--- src/rtl/jk_reg_bank.sv ---
// rtl/jk_reg_bank.sv - WIDTH-bit J-K register bank with JK/D/T/SHIFT modes and per-bit set/clear masks
// Optional master-slave stage: define JK_REG_MS_STAGE_EN for 2-edge input-to-Q latency.
module jk_reg_bank #(
  parameter int               WIDTH     = 8,
  parameter logic [WIDTH-1:0] RESET_VAL = {WIDTH{1'b0}}
) (
  input  logic             Clk,
  input  logic             Rst,
  input  logic             En,
  input  logic [1:0]       Mode,
  input  logic [WIDTH-1:0] J,
  input  logic [WIDTH-1:0] K,
  input  logic             SIn,
  input  logic [WIDTH-1:0] SetV,
  input  logic [WIDTH-1:0] ClrV,
  output logic [WIDTH-1:0] Q,
  output logic [WIDTH-1:0] Qb,
  output logic             SOut,
  output logic             Chg
);

  typedef enum logic [1:0] {
    MODE_JK    = 2'b00,
    MODE_D     = 2'b01,
    MODE_T     = 2'b10,
    MODE_SHIFT = 2'b11
  } mode_e;

  logic [WIDTH-1:0] q_q;
  logic [WIDTH-1:0] func_d;
  logic [WIDTH-1:0] next_d;
  logic             chg_q;

  always_comb begin
    func_d = q_q;
    case (mode_e'(Mode))
      MODE_JK:    func_d = (J & ~q_q) | (~K & q_q);
      MODE_D:     func_d = J;
      MODE_T:     func_d = q_q ^ J;
      MODE_SHIFT: func_d = {q_q[WIDTH-2:0], SIn};
      default:    func_d = q_q;
    endcase
  end

  // Masks act even while En=0; clear beats set on the same bit.
  always_comb begin
    next_d = En ? func_d : q_q;
    next_d = (next_d | SetV) & ~ClrV;
  end

`ifdef JK_REG_MS_STAGE_EN
  logic [WIDTH-1:0] master_q;

  always_ff @(posedge Clk) begin
    if (Rst) begin
      master_q <= RESET_VAL;
      q_q      <= RESET_VAL;
      chg_q    <= 1'b0;
    end else begin
      master_q <= next_d;
      q_q      <= master_q;
      chg_q    <= (master_q != q_q);
    end
  end
`else
  always_ff @(posedge Clk) begin
    if (Rst) begin
      q_q   <= RESET_VAL;
      chg_q <= 1'b0;
    end else begin
      q_q   <= next_d;
      chg_q <= (next_d != q_q);
    end
  end
`endif

  assign Q    = q_q;
  assign Qb   = ~q_q;
  assign SOut = q_q[WIDTH-1];
  assign Chg  = chg_q;

endmodule

--- config.mk ---
export PLATFORM = sky130hd
export DESIGN_NAME = jk_reg_bank
export DESIGN_NICKNAME = d
export VERILOG_FILES = /design/src/rtl/jk_reg_bank.sv
export SDC_FILE = /design/constraint.sdc
export NUM_CORES = 1
export LEC_CHECK = 0
export ABC_CLOCK_PERIOD_IN_PS = 2300
export CAP_MARGIN = 20
export CORE_MARGIN = 2
export CORE_UTILIZATION = 39
export DETAILED_ROUTE_END_ITERATION = 6
export PLACE_DENSITY = 0.89
export SLEW_MARGIN = 20
export SYNTH_ARGS = -nofsm -noshare
export SYNTH_HDL_FRONTEND = slang
export SYNTH_SLANG_ARGS = --single-unit
--- constraint.sdc ---
create_clock -name Clk -period 2.3 [get_ports Clk]
set_input_delay 0.23 -clock Clk [delete_from_list [all_inputs] [get_ports Clk]]
set_output_delay 0.23 -clock Clk [all_outputs]
set_load 0.005 [all_outputs]
== Yosys cells after proc, flatten, opt, wreduce, memory -nomap -nowiden ==
Cells that the tools add are included.

* Register bits after elaboration: 9
* Input bits: 38
* Output and inout bits: 18
* Logic and storage cells: 18

* Eq/ne operators: 4
* Multiplexer cells: 2
* Bitwise operators: 9
* Reduce and logical (&&, ||, !) cells: 1

{| class="wikitable"
|+ Operators by type and width
! operator !! number
|-
| one-hot mux 8 bit (4 select lines) || 1
|-
| AND 8 bit || 3
|-
| inverter 8 bit || 3
|-
| bitwise OR 8 bit || 2
|-
| two-way mux 8 bit || 1
|-
| != test 8 bit || 1
|-
| bitwise XOR 8 bit || 1
|-
| equality test 2 bit (second input constant) || 2
|-
| equality test 2 x 1 -> 1 bit (second input constant) || 1
|-
| zero test 2 bit || 1
|}

== Logic depth before layout (Yosys ltp) ==
Gate-level depths: netlist of run 1.

* Depth after elaboration: 8
* Mapped depth: 8
* Depth with buffers taken out: 6

== Worst setup path after synthesis of run 1 ==
Ideal clock, no wire load.

* Kind: flip-flop to flip-flop
* Start: register q_q[1], in the netlist Q[1]
* End: register chg_q, in the netlist Chg
* Setup time: 0.138 ns
* Data arrival time: 1.564 ns
* Required time: 2.162 ns
* Slack: 0.598 ns
* Cell stages (with the launch flop): 7
* Path buffers: 0
* Period minus slack after synthesis: 1.702 ns
* Cells stage by stage: dfxtp_1 > inv_1 > a2111o_1 > o2111ai_1 > o2111ai_1 > o41ai_2 > a41oi_1

* Longest elaborated chain between the ends: 8
* Elaborated cells between the ends (all ways): 10
* Those cells by class: 1 x eq/ne; 2 x mux; 7 x bitwise

{| class="wikitable"
|+ Ends and longest elaborated chain
! item !! line !! text
|-
| start, declared || 29 || <nowiki>logic [WIDTH-1:0] q_q;</nowiki>
|-
| start signal, assigned || 71 || <nowiki>q_q <= next_d;</nowiki>
|-
| inverter 8 bit || n/a ||
|-
| via Qb[1] || 17 || <nowiki>output logic [WIDTH-1:0] Qb,</nowiki>
|-
| AND 8 bit || 37 || <nowiki>MODE_JK: func_d = (J & ~q_q) | (~K & q_q);</nowiki>
|-
| bitwise OR 8 bit || 37 ||
|-
| one-hot mux 8 bit (4 select lines) || 36 || <nowiki>case (mode_e'(Mode))</nowiki>
|-
| two-way mux 8 bit || 47 || <nowiki>next_d = En ? func_d : q_q;</nowiki>
|-
| bitwise OR 8 bit || 48 || <nowiki>next_d = (next_d | SetV) & ~ClrV;</nowiki>
|-
| AND 8 bit || 48 ||
|-
| != test 8 bit || 72 || <nowiki>chg_q <= (next_d != q_q);</nowiki>
|-
| end signal, assigned || 72 ||
|-
| end, declared || 32 || <nowiki>logic chg_q;</nowiki>
|}

The timed path passes the listed nets, and every way through them passes these cells.
A chain may end at the register's enable or synchronous reset.

== Final worst setup path of run 1 ==
* Start: input Mode[1]
* End: register chg_q, in the netlist Chg

* Longest elaborated chain between the ends: 6
* Elaborated cells between the ends (all ways): 9
* Those cells by class: 4 x eq/ne; 2 x mux; 2 x bitwise; 1 x reduce/logical

{| class="wikitable"
|+ Ends and longest elaborated chain
! item !! line !! text
|-
| start, declared || 10 || <nowiki>input logic [1:0] Mode,</nowiki>
|-
| equality test 2 bit (tied with other cells) || 36 ||
|-
| one-hot mux 8 bit (4 select lines) * || 36 ||
|-
| two-way mux 8 bit * || 47 ||
|-
| bitwise OR 8 bit * || 48 ||
|-
| AND 8 bit * || 48 ||
|-
| != test 8 bit * || 72 ||
|}

Every way passes the cells marked *; elsewhere a longest branch is shown, timed or not.

==> results of run 1 <==
## power groups by stage
stage	Combinational [mW]	Sequential (mW)	Clock, mW
3_5_place_dp	0.276	0.183	0
4_1_cts	0.279	0.180	0.137
5_1_grt	0.305	0.181	0.141
3_3_place_gp	0.270	0.182	0
2_1_floorplan	0.125	0.181	0
6_report	0.281	0.180	0.132
## cell usage after synthesis (3+ instances only)
cell	count
clkbuf_1	3
o211ai_1	3
nor3_1	11
o31a_1	3
a21oi_1	9
o21ai_0	10
mux2i_1	3
a22oi_1	3
o2111ai_1	5
a211oi_1	3
nand2_1	14
nor2b_1	4
dfxtp_1	9
nor2_1	19
inv_1	15
nor3b_1	3
## cell families after synthesis
| family | Yosys count |
|---|---|
| AND/OR/NAND/NOR | 62 |
| AO/OA/AOI/OAI | 58 |
| buffers and inverters | 24 |
| flip-flops | 9 |
| multiplexers | 3 |
## worst max-delay path: stages
cell	delay [ns]
clkdlybuf4s50_1	0.59
buf_4	0.23
nor2b_1	0.13
o311ai_0	0.33
o2111ai_1	0.22
o41ai_2	0.37
a41oi_1	0.16
## final timing paths
path	endpoint	depth (start not counted)
min	Q[6]$_SDFF_PP0_	3
min reg2reg	Q[4]$_SDFF_PP0_	2
max reg2reg	Chg$_SDFF_PP0_	6
max	Chg$_SDFF_PP0_	7
## final cells by class
cell class | instances | area share, %
multi-input cells | 123 | 44.8
repair buffers | 65 | 37.5
flip-flops and latches | 9 | 10.6
inverters | 15 | 3.31
well taps | 30 | 2.20
clock buffers | 3 | 1.32
clock inverters | 1 | 0.294
## per-layer routing
layer	routed length, um	GRT usage (%)	share of wire, %	vias up
li1	-	-	-	713
met1	1640	31.2	42	668
met2	1890	44.0	49	65
met3	286	4.19	7.4	9
met4	72	6.80	1.9	0
met5	0	0	0	-
## flip-flops by register name (all words and copies together) (netlist names)
name,count
Q,8
Chg,1
## through the flow
| stage | std cells | instance area (um2) | hold slack (ns) | utilization [%] | setup TNS (ns) |
|---|---|---|---|---|---|
| after floorplan | 156 | 1050 | 0.303 | - | 0 |
| after global placement | 242 | 1680 | 0.702 | 66.4 | 0 |
| after detailed placement | 242 | 1680 | 0.700 | 66.4 | -0.0751 |
| after CTS | 246 | 1700 | 0.556 | 67.5 | 0 |
| after global routing | 246 | 1700 | 0.589 | 67.5 | 0 |
| final | 246 | 1700 | 0.564 | 67.5 | 0 |
==> results.sh, run 1 <==
export IMPL_crit_arrival_ns=2.26
export IMPL_synth_area_um2=1050
export IMPL_worstSetupEndpointType="flip-flop"
export IMPL_drt_iter0_markers=58
export IMPL_vias_per_cell=5.91
export IMPL_pre_cts_slack_ns=-0.0751
export IMPL_layout_worst_path_cycle_share_pct=92.2
export IMPL_rrSetupSlack_ns=0.24
export IMPL_globalplace_congestion=0.933
export IMPL_startpoint_type="input pin"
export IMPL_regArea_um2=180
export IMPL_synthXorXnorAreaFrac_pct=0
export IMPL_grtUsageTotal_pct=25.0
export IMPL_synth_top_area_share_pct=17.1
export IMPL_dieArea_um2=3140
export IMPL_ir_worst_vdd_mv=0.220
export IMPL_syn_num_nets=194
export IMPL_syn_inst=156
export IMPL_synth_compound_area_share_pct=40.7
export IMPL_seq_power_share_pct=30.3
export IMPL_multi_input_area_um2=763
export IMPL_path_class="in2reg"
export IMPL_setup_violations=0
export IMPL_hp_class="in2reg"
export IMPL_ys_types=45
export IMPL_status="complete, no violations"
export IMPL_muxShareOfSynthArea_pct=2.85
export IMPL_die_w_um=56.0
export IMPL_comb_power_share_pct=47.4
export IMPL_ys_flop_type="dfxtp_1"
export IMPL_period_needed_ns=2.12
export IMPL_maxCapViolCount=0
export IMPL_final_layout_size_suffix_gt1_share_pct=7.41
export IMPL_synth_edf_count=0
export IMPL_synth_fa_ha_area_share_pct=0
export IMPL_worstSkewPairLatency_ns=0.27
export IMPL_crit_fanout=10
export IMPL_cp_required_ns=2.44
export IMPL_wl_mm=3.89
export IMPL_portBuffers=55
export IMPL_slew_viol_final=0
export IMPL_worstSetupStartpoint="Mode[1]"
export IMPL_start_util_pct=41.8
export IMPL_hpwl_mm=3.10
export IMPL_r2r_start="Q[0]$_SDFF_PP0_"
export IMPL_netlist_top_cells_area="dfxtp_1, nor2_1, inv_1, nor3_1, nand2_1"
export IMPL_postCtsSetupBuffers=0
export IMPL_fin_ws_ns=0.180
export IMPL_clk_pin_slew_worst_paths_ns=0.08
export IMPL_clock_sinks=9
export IMPL_syn_avg_cell_area_um2=6.76
export IMPL_fmax_ghz=0.472
export IMPL_grt_overflow=0
export IMPL_cts_resized=0
export IMPL_cts_tree="built"
export IMPL_grt_pass1_wl_mm=6.37
export IMPL_ios=56
export IMPL_yosys_area_share_simple_pct=28.8
export IMPL_antenna_found_initial=0
export IMPL_drcViolationCount=0
export IMPL_yosysWarningCount=0
export IMPL_grt_max_degree=30
export IMPL_core_area_um2=2520
export IMPL_firstDrtPassIters=4
export IMPL_min_from="SetV[6]"
export IMPL_yosysSeqAreaShare_pct=17.1
export IMPL_clk_path_buf_depth=2
export IMPL_std_cell_rows=18
export IMPL_pwr_share_clk_pct=22.3
export IMPL_area_growth_pct=61.4
export IMPL_layout_cells_most_common="clkdlybuf4s50_1"
export IMPL_wl_per_cell_um=15.8
export IMPL_cts_made_buffers=3
export IMPL_rsz0062_at_grt="false"
export IMPL_yosysTopAreaCell="dfxtp_1"
export IMPL_async_reset_ff_share_pct=0
export IMPL_swShare_pct=34.9
export IMPL_fin_total_pwr_mw=0.593
export IMPL_hold_buffers=0
export IMPL_final_cell_mix="clkdlybuf4s50_1, nor2_1, inv_1"
export IMPL_power_switching_mw=0.207
export IMPL_slew_headroom_pct=70.5
export IMPL_htree_levels=1
export IMPL_p_int_mw=0.386
export IMPL_synth_top_family_by_area="compound AO/OA/AOI/OAI gates"
export IMPL_vias=1455
export IMPL_fin_skew_ns=0.00868
export IMPL_final_net_count=255
export IMPL_tightest_slew_ns=0.443
export IMPL_die_y_um=56.0
export IMPL_ys_ff_latch=9
export IMPL_grt_pass1_vias=1381
export IMPL_p_leak_nw=0.643
export IMPL_postRouteAntennaNets=0
export IMPL_root_buffer="clkbuf_4"
export IMPL_antenna_cells=0
export IMPL_fillers=225
export IMPL_power_density_nw_per_um2=348
export IMPL_finalHoldViolations=0
No activity file was read; power rests on OpenSTA's default activity.
==> run 2: changes to the inputs <==
--- a/config.mk
+++ b/config.mk
@@ -5,11 +5,12 @@
 export SDC_FILE = /design/constraint.sdc
 export NUM_CORES = 1
 export LEC_CHECK = 0
-export ABC_CLOCK_PERIOD_IN_PS = 2300
+export ABC_CLOCK_PERIOD_IN_PS = 2100
 export CAP_MARGIN = 20
 export CORE_MARGIN = 2
 export CORE_UTILIZATION = 39
 export DETAILED_ROUTE_END_ITERATION = 6
+export HOLD_SLACK_MARGIN = 0.06
 export PLACE_DENSITY = 0.89
 export SLEW_MARGIN = 20
 export SYNTH_ARGS = -nofsm -noshare
==> constraint.sdc (replaced) <==
create_clock -name Clk -period 2.1 [get_ports Clk]
set_input_delay 0.21 -clock Clk [delete_from_list [all_inputs] [get_ports Clk]]
set_output_delay 0.21 -clock Clk [all_outputs]
set_load 0.005 [all_outputs]
==> results.sh, run 2 (synthesis results as in run 1) <==
export IMPL_ir_worst_vdd_mv=0.242
export IMPL_std_cell_rows=18
export IMPL_power_density_nw_per_um2=377
export IMPL_fin_ws_ns=0.154
export IMPL_fin_skew_ns=0.00506
export IMPL_root_buffer="clkbuf_4"
export IMPL_grt_overflow=0
export IMPL_setup_violations=0
export IMPL_final_net_count=265
export IMPL_fin_total_pwr_mw=0.676
export IMPL_hp_class="in2reg"
export IMPL_start_util_pct=41.8
export IMPL_layout_cells_most_common="clkdlybuf4s50_1"
export IMPL_fmax_ghz=0.514
export IMPL_grt_pass1_wl_mm=6.71
export IMPL_worstReg2RegEnd="Chg$_SDFF_PP0_"
export IMPL_multi_input_area_um2=776
export IMPL_dp_cells=252
export IMPL_r2r_start="Q[0]$_SDFF_PP0_"
export IMPL_worstSkewPairLatency_ns=0.26
export IMPL_pre_cts_slack_ns=-0.249
export IMPL_drt_iter0_markers=71
export IMPL_ios=56
export IMPL_min_from="ClrV[3]"
export IMPL_hold_buffers=0
export IMPL_fin_tns_setup_ns=0
export IMPL_crit_fanout=2
export IMPL_vias_per_cell=5.88
export IMPL_final_layout_size_suffix_gt1_share_pct=11.9
export IMPL_wl_per_cell_um=15.9
export IMPL_whs_ns=0.548
export IMPL_clk_pin_slew_worst_paths_ns=0.08
export IMPL_postRouteAntennaNets=0
export IMPL_worstSetupEndpointType="flip-flop"
export IMPL_path_class="in2reg"
export IMPL_dieArea_um2=3140
export IMPL_die_y_um=56.0
export IMPL_grt_pass1_vias=1460
export IMPL_finalHoldViolations=0
export IMPL_vias=1504
export IMPL_drcViolationCount=0
export IMPL_cts_tree="built"
export IMPL_grt_max_degree=24
export IMPL_layout_cells_non_filler=256
export IMPL_startpoint_type="input pin"
export IMPL_area_growth_pct=69.9
export IMPL_hold_depth=2
export IMPL_rrSetupSlack_ns=0.16
export IMPL_finish_utilization_pct=71.0
export IMPL_r2r_worst_path_cells=6
export IMPL_cts_resized=0
export IMPL_p_leak_nw=0.700
export IMPL_layout_worst_path_cycle_share_pct=92.7
export IMPL_tightest_slew_ns=0.464
export IMPL_cts_made_buffers=3
export IMPL_firstDrtPassIters=4
export IMPL_die_w_um=56.0
export IMPL_largest_reg_flops=8
export IMPL_htree_levels=1
export IMPL_wl_mm=4.07
export IMPL_regArea_um2=180
export IMPL_core_area_um2=2520
export IMPL_final_cell_mix="clkdlybuf4s50_1, nor2_1, buf_4"
export IMPL_postCtsSetupBuffers=0
export IMPL_portBuffers=55
export IMPL_hpwl_mm=3.18
export IMPL_grtUsageTotal_pct=26.3
export IMPL_globalplace_congestion=0.974
export IMPL_slew_viol_final=0
export IMPL_period_needed_ns=1.95
export IMPL_clock_sinks=9
export IMPL_crit_arrival_ns=2.07
export IMPL_min_to="Q[3]$_SDFF_PP0_"
export IMPL_dpl_cell_area_um2=1750
export IMPL_antenna_found_initial=0
export IMPL_antenna_cells=0
export IMPL_final_area_um2=1790
export IMPL_fillers=230
export IMPL_cp_required_ns=2.23
export IMPL_status="complete, no violations"
export IMPL_maxCapViolCount=0
export IMPL_clk_path_buf_depth=2
export IMPL_slew_headroom_pct=69.0
## run 2: changes by cell type in the layout (fill, tap and decap cells not counted)
| cell | previous run | this run |
|---|---|---|
| a2111oi_0 | 2 | 1 |
| a2111oi_2 | 0 | 1 |
| a311oi_1 | 1 | 0 |
| a311oi_2 | 0 | 1 |
| buf_4 | 9 | 19 |
| clkbuf_1 | 0 | 1 |
| clkdlybuf4s50_1 | 55 | 54 |
| clkinv_2 | 1 | 0 |
| dlymetal6s2s_1 | 0 | 1 |
## run 2: worst max path at each step
stage                     depth (start not counted)            start             end  slack [ns]
after floorplan                                   6  Q[1]$_SDFF_PP0_  Chg$_SDFF_PP0_        0.40
after CTS                                         7          ClrV[0]  Chg$_SDFF_PP0_        0.02
after global routing                              7          ClrV[0]  Chg$_SDFF_PP0_       -0.03
after global placement                            7          ClrV[0]  Chg$_SDFF_PP0_       -0.18
final                                             7          ClrV[0]  Chg$_SDFF_PP0_        0.15
after detailed placement                          7          Mode[1]  Chg$_SDFF_PP0_       -0.25
## run 2: final cells by class
class,instances,share of cell area (%)
flip-flops and latches,9,10.1
inverters,15,3.14
well taps,30,2.09
clock buffers,4,1.47
multi-input cells,123,43.3
repair buffers,75,39.9
## run 2: where the power goes
group          internal [mW]  leakage, nW  switching [mW]
sequential             0.181       0.0745          0.0121
combinational          0.186        0.611           0.147
clock                 0.0733       0.0150          0.0760
total                  0.441        0.700           0.235
## run 2: worst max-delay path, stage by stage
cell             delay, ns
clkdlybuf4s50_1       0.42
a222oi_1              0.41
nand3_1               0.15
a2111oi_2             0.25
nand4_1               0.18
a311oi_2              0.31
a41oi_1               0.14
## run 2: metal layers
metal | vias up | wire, um | global-route usage (%)
li1 | 731 | - | -
met1 | 658 | 1640 | 33.2
met2 | 105 | 1900 | 44.2
met3 | 10 | 445 | 4.42
met4 | 0 | 94 | 10.5
met5 | - | 0 | 0
==> RTL edit 1: new RTL, flow settings as in run 1 <==
Build with the macro `JK_REG_MS_STAGE_EN` defined.
--- a/src/rtl/jk_reg_bank.sv
+++ b/src/rtl/jk_reg_bank.sv
@@ -1,4 +1,6 @@
 // rtl/jk_reg_bank.sv - WIDTH-bit J-K register bank with JK/D/T/SHIFT modes and per-bit set/clear masks
 // Optional master-slave stage: define JK_REG_MS_STAGE_EN for 2-edge input-to-Q latency.
+`define JK_REG_MS_STAGE_EN
+
 module jk_reg_bank #(
   parameter int               WIDTH     = 8,
Check against the original RTL: not equivalent (a bounded check fails within 4 cycles, from zero or initial values and one cycle with Rst high).
==> RTL edit 1 against run 1 <==
  * Global-route usage fell by 5.5 points
  * Routed wire length fell by 21%
  * Design area fell by 4.3%
  * Sequential cell count rose by 8
  * Synthesized area fell by 1.1%
  * Non-clock buffer count fell by 6
  * Die area fell by 1.0%
  * Worst setup slack improved by 500 ps
  * Sequential power rose by 80%
  * Total power rose by 15%
  * Sequential share of layout area rose by 10 points
  * Maximum frequency rose by 31%
  * Cell count fell by 12%
  * Via count fell by 19%
  * Largest cell class is now non-clock buffers
==> RTL edit 1: results <==
set metrics [dict create \
    status "finished, final reports clean" \
    synth.area.top_cells "dfxtp_1, inv_1, xor2_1, a31oi_1, a311o_1" \
    internal-power_mw 0.496 \
    cp-endpoint "master_q[7]$_SDFF_PP0_" \
    crit_fanout 17 \
    nets 225 \
    comb_power_share_pct 29.0 \
    syn_inst 132 \
    ctsResizeCount 0 \
    gp_congestion 0.840 \
    maxSlewHeadroom_pct 57.2 \
    wl_met2_um 1460 \
    wl_met3_um 255 \
    synth_commonest_cells "inv_1, dfxtp_1, o21ai_0, a31oi_1" \
    gr-usage-met1_pct 25.1 \
    detailroute.via_count 1176 \
    post-place-cells 212 \
    synth_adder_area_share_pct 0 \
    critical_path.startpoint "Mode[0]" \
    timing.rr.end "master_q[6]$_SDFF_PP0_" \
    drt-pass1-iter-count 4 \
    seqPwrFrac_pct 47.4 \
    drtIter0Drc 41 \
    layout-drive-gt1-share_pct 5.91 \
    leakagePower_nw 0.679 \
    diodes 0 \
    yosysSeqAreaShare_pct 32.6 \
    grt_max_degree 21 \
    fillers 224 \
    gr-usage-met3_pct 3.95 \
    grtUsageMet2_pct 32.1 \
    synth_compound_area_share_pct 34.2 \
    reg2regPathDepth 4 \
    clock_latency_ps 300 \
    p_switching_mw 0.188 \
    yosysUniqueCellTypes 29 \
    timing.rr.start "Q[6]$_SDFF_PP0_" \
    path_clk_slew_ps 110 \
    synth_xor_area_share_pct 6.71 \
    root_buffer "clkbuf_4" \
    post-place-ws_ps 408 \
    regToRegSetupSlack_ps 1010 \
    synth_mux_area_share_pct 2.04 \
    peakVddDrop_uv 276 \
    wire_per_inst_um 14.2 \
    grt_pass1_vias 1094 \
    max_freq_mhz 618 \
    h-tree-depth 1 \
    dp_hpwl_um 2360 \
    syn-num-nets 170 \
    fin_worst_skew_ps 18.8 \
    grt_pass1_wl_um 4930 \
    track_usage_pct 19.6 \
    layout.cells.non_filler 216 \
    hold_path_class "reg -> reg" \
    wl_met1_um 1310 \
]
## RTL edit 1: cell types whose count changed after synthesis, moves of 6 or more
| cell | before | now |
|---|---|---|
| a21oi_1 | 9 | 1 |
| xor2_1 | 0 | 8 |
| nor3_1 | 11 | 1 |
| inv_1 | 15 | 21 |
| nand2_1 | 14 | 6 |
| dfxtp_1 | 9 | 17 |
| nor2_1 | 19 | 3 |
| a31oi_1 | 0 | 10 |
## RTL edit 1: layout make-up
| cell class | instances | area, um2 | share of cell area, % |
|---|---|---|---|
| timing repair buffer | 59 | 581 | 35.6 |
| sequential | 17 | 340 | 20.9 |
| clock buffer | 3 | 22.5 | 1.38 |
| clock inverter | 1 | 5.00 | 0.307 |
| tap | 30 | 37.5 | 2.30 |
| multi-input combinational | 84 | 561 | 34.4 |
| inverter | 22 | 82.6 | 5.07 |
## RTL edit 1: metrics by stage
step           area [um2]  hold slack [ps]  utilization (%)
6_report             1630              482             65.2
5_1_grt              1630              495             65.2
4_1_cts              1630              484             65.2
3_5_place_dp         1600              469             64.1
3_3_place_gp         1600              466             64.1
2_1_floorplan        1040              302                -
## RTL edit 1: worst min-delay path by stage
stage	start	end	slack (ps)	cells past startpoint
after floorplan	ClrV[0]	master_q[0]$_SDFF_PP0_	300	1
after global placement	master_q[5]$_SDFF_PP0_	Q[5]$_SDFF_PP0_	470	1
after detailed placement	master_q[6]$_SDFF_PP0_	Q[6]$_SDFF_PP0_	470	1
after CTS	master_q[0]$_SDFF_PP0_	Q[0]$_SDFF_PP0_	480	1
after global routing	ClrV[0]	master_q[0]$_SDFF_PP0_	490	2
final	master_q[0]$_SDFF_PP0_	Q[0]$_SDFF_PP0_	480	1
## RTL edit 1: worst max-delay path: stages
cell and delay (ps):
clkdlybuf4s50_1 850, o21ai_0 210, a311o_1 410, a31oi_1 150
==> RTL edit 2: new RTL, flow settings as in run 1 <==
Without the edit above. Add an input register stage for `ClrV`, cleared by the reset; this delays it by one clock. The other inputs are not delayed to match.
--- a/src/rtl/jk_reg_bank.sv
+++ b/src/rtl/jk_reg_bank.sv
@@ -27,4 +27,14 @@
   } mode_e;
 
+  logic [WIDTH-1:0] ClrV_q;
+
+  always_ff @(posedge Clk) begin
+    if (Rst) begin
+      ClrV_q <= '0;
+    end else begin
+      ClrV_q <= ClrV;
+    end
+  end
+
   logic [WIDTH-1:0] q_q;
   logic [WIDTH-1:0] func_d;
@@ -46,5 +56,5 @@
   always_comb begin
     next_d = En ? func_d : q_q;
-    next_d = (next_d | SetV) & ~ClrV;
+    next_d = (next_d | SetV) & ~ClrV_q;
   end
 
Function: changed (Yosys sat finds a counterexample within 4 cycles, from zero or initial values and one cycle with Rst high).
==> RTL edit 2 against run 1 <==
  * Core utilization shrank 8.2 points
  * Synthesized cell count grew 17%
  * Sequential cell count grew 8
  * Non-clock buffer count shrank 5
  * Total power grew 39%
  * Clock power grew 24%
  * Via count grew 7.6%
  * Design area grew 15%
  * Worst setup slack gained 130 ps
  * Routed wire length is the same
  * Cell count grew 15%
  * Synthesized area grew 27%
  * Count of clock-buffer cells in the layout is the same
  * Largest power group is now sequential cells
==> RTL edit 2: results <==
set metrics [dict create \
    via_per_inst 5.53 \
    yosysUniqueCellTypes 40 \
    port_buffers 55 \
    synthFlopType "dfxtp_1" \
    crit_fanout 18 \
    numCtsBuffers 3 \
    fin_worst_skew_ps 1.26 \
    status "finished, final reports clean" \
    fillers 310 \
    drtIter0Drc 89 \
    peakVddDrop_uv 250 \
    synth_commonest_cells "nor2_1, dfxtp_1, o21ai_0, a21oi_1, nor2b_1" \
    root_buffer "clkbuf_4" \
    grt_max_degree 33 \
    cp_data_arrival_time_ps 2140 \
    antenna_found_initial 0 \
    h-tree-depth 1 \
    diodes 0 \
    worstMarginPinSlew_ps 698 \
    dp_hpwl_um 2920 \
    nets 276 \
    gp_congestion 0.917 \
    path_clk_slew_ps 100 \
    rows 21 \
    synth_top_area_share_pct 25.5 \
    syn-num-nets 221 \
    yosysSeqAreaShare_pct 25.5 \
    track_usage_pct 20.2 \
    detailroute.via_count 1566 \
    hold_path_class "reg -> reg" \
    cp_slowest_cell "clkdlybuf4s50_1" \
    post_cts_buffers 0 \
    syn_avg_cell_area_um2 7.30 \
    drt-pass1-iter-count 4 \
    clock_latency_ps 290 \
    post-place-cells 279 \
    leakagePower_nw 0.758 \
    synth_warnings 0 \
    grt_pass1_wl_um 6490 \
    wire_per_inst_um 13.7 \
    grt_pass1_vias 1410 \
    async_flop_share_pct 0 \
    synth.area.top_cells "dfxtp_1, mux2i_1, o21ai_0, nor2b_1, nor2_1" \
    slowest_delay_ps 550 \
    clock_path_buffers 2 \
    layout-drive-gt1-share_pct 5.49 \
]
[RTL edit 2: report_power, final]
part / switching (mW) / internal [mW] / total (mW)
clock network: 0.0997 / 0.0647 / 0.164
registers: 0.0299 / 0.315 / 0.345
logic: 0.133 / 0.183 / 0.316
total: 0.263 / 0.562 / 0.825
[RTL edit 2: cells by family (layout without fill, tap and decap cells)]
| kind of cell | after synthesis | count (layout) | share of synthesized area (%) |
|---|---|---|---|
| AO/OA/AOI/OAI | 59 | 59 | 29.4 |
| buffers and inverters | 22 | 76 | 7.78 |
| flip-flops | 17 | 17 | 25.5 |
| multiplexers | 10 | 10 | 7.50 |
| AND/OR/NAND/NOR | 75 | 75 | 29.8 |
[RTL edit 2: final timing paths]
kind / startpoint / endpoint / slack, ps / cells after the start
worst max-delay path: Mode[0] / Chg$_SDFF_PP0_ / 310 / 8
worst min-delay path: ClrV_q[4]$_SDFF_PP0_ / Q[4]$_SDFF_PP0_ / 460 / 1
worst max register to register: Q[0]$_SDFF_PP0_ / Chg$_SDFF_PP0_ / 470 / 6
worst min register to register: ClrV_q[4]$_SDFF_PP0_ / Q[4]$_SDFF_PP0_ / 460 / 1
[RTL edit 2: timing repair]
action / CTS / global route
hold endpoints to repair: 0 / 0
setup endpoints to repair: 0 / 1
gates resized for setup: 0 / 1
[RTL edit 2: per-layer routing]
layer / part of all wire, % / vias up / track usage [%] / wire (um)
met5: 0 / - / 0 / 0
met4: 1.5 / 0 / 5.83 / 58
met3: 7.4 / 8 / 3.42 / 287
met2: 48 / 74 / 34.4 / 1850
met1: 44 / 711 / 26.2 / 1690
li1: - / 773 / - / -
[RTL edit 2: final cells by class]
cell class                      count  area, um2  share of cell area (%)
Multi-Input combinational cell    144        892                    45.4
Sequential cell                    17        340                    17.3
Inverter                           12       45.0                    2.29
Clock inverter                      1       5.00                   0.255
Timing Repair Buffer               60        601                    30.6
Clock buffer                        3       22.5                    1.15
Tap cell                           46       57.6                    2.93
[RTL edit 2: metrics by stage]
step | instance area, um2 | worst slack, ps | power, mW
after floorplan | 1340 | 574 | 0.501
after global routing | 1960 | 104 | 0.874
after detailed placement | 1930 | 48.7 | 0.662
after CTS | 1960 | 370 | 0.827
after global placement | 1930 | 96.3 | 0.657
final | 1960 | 313 | 0.825
[RTL edit 2: worst max-delay path, delay by kind of cell]
family          cells  cell delay (ps)
compound gates      2              370
mux                 1              140
simple gates        3              580
buf+inv             2              820
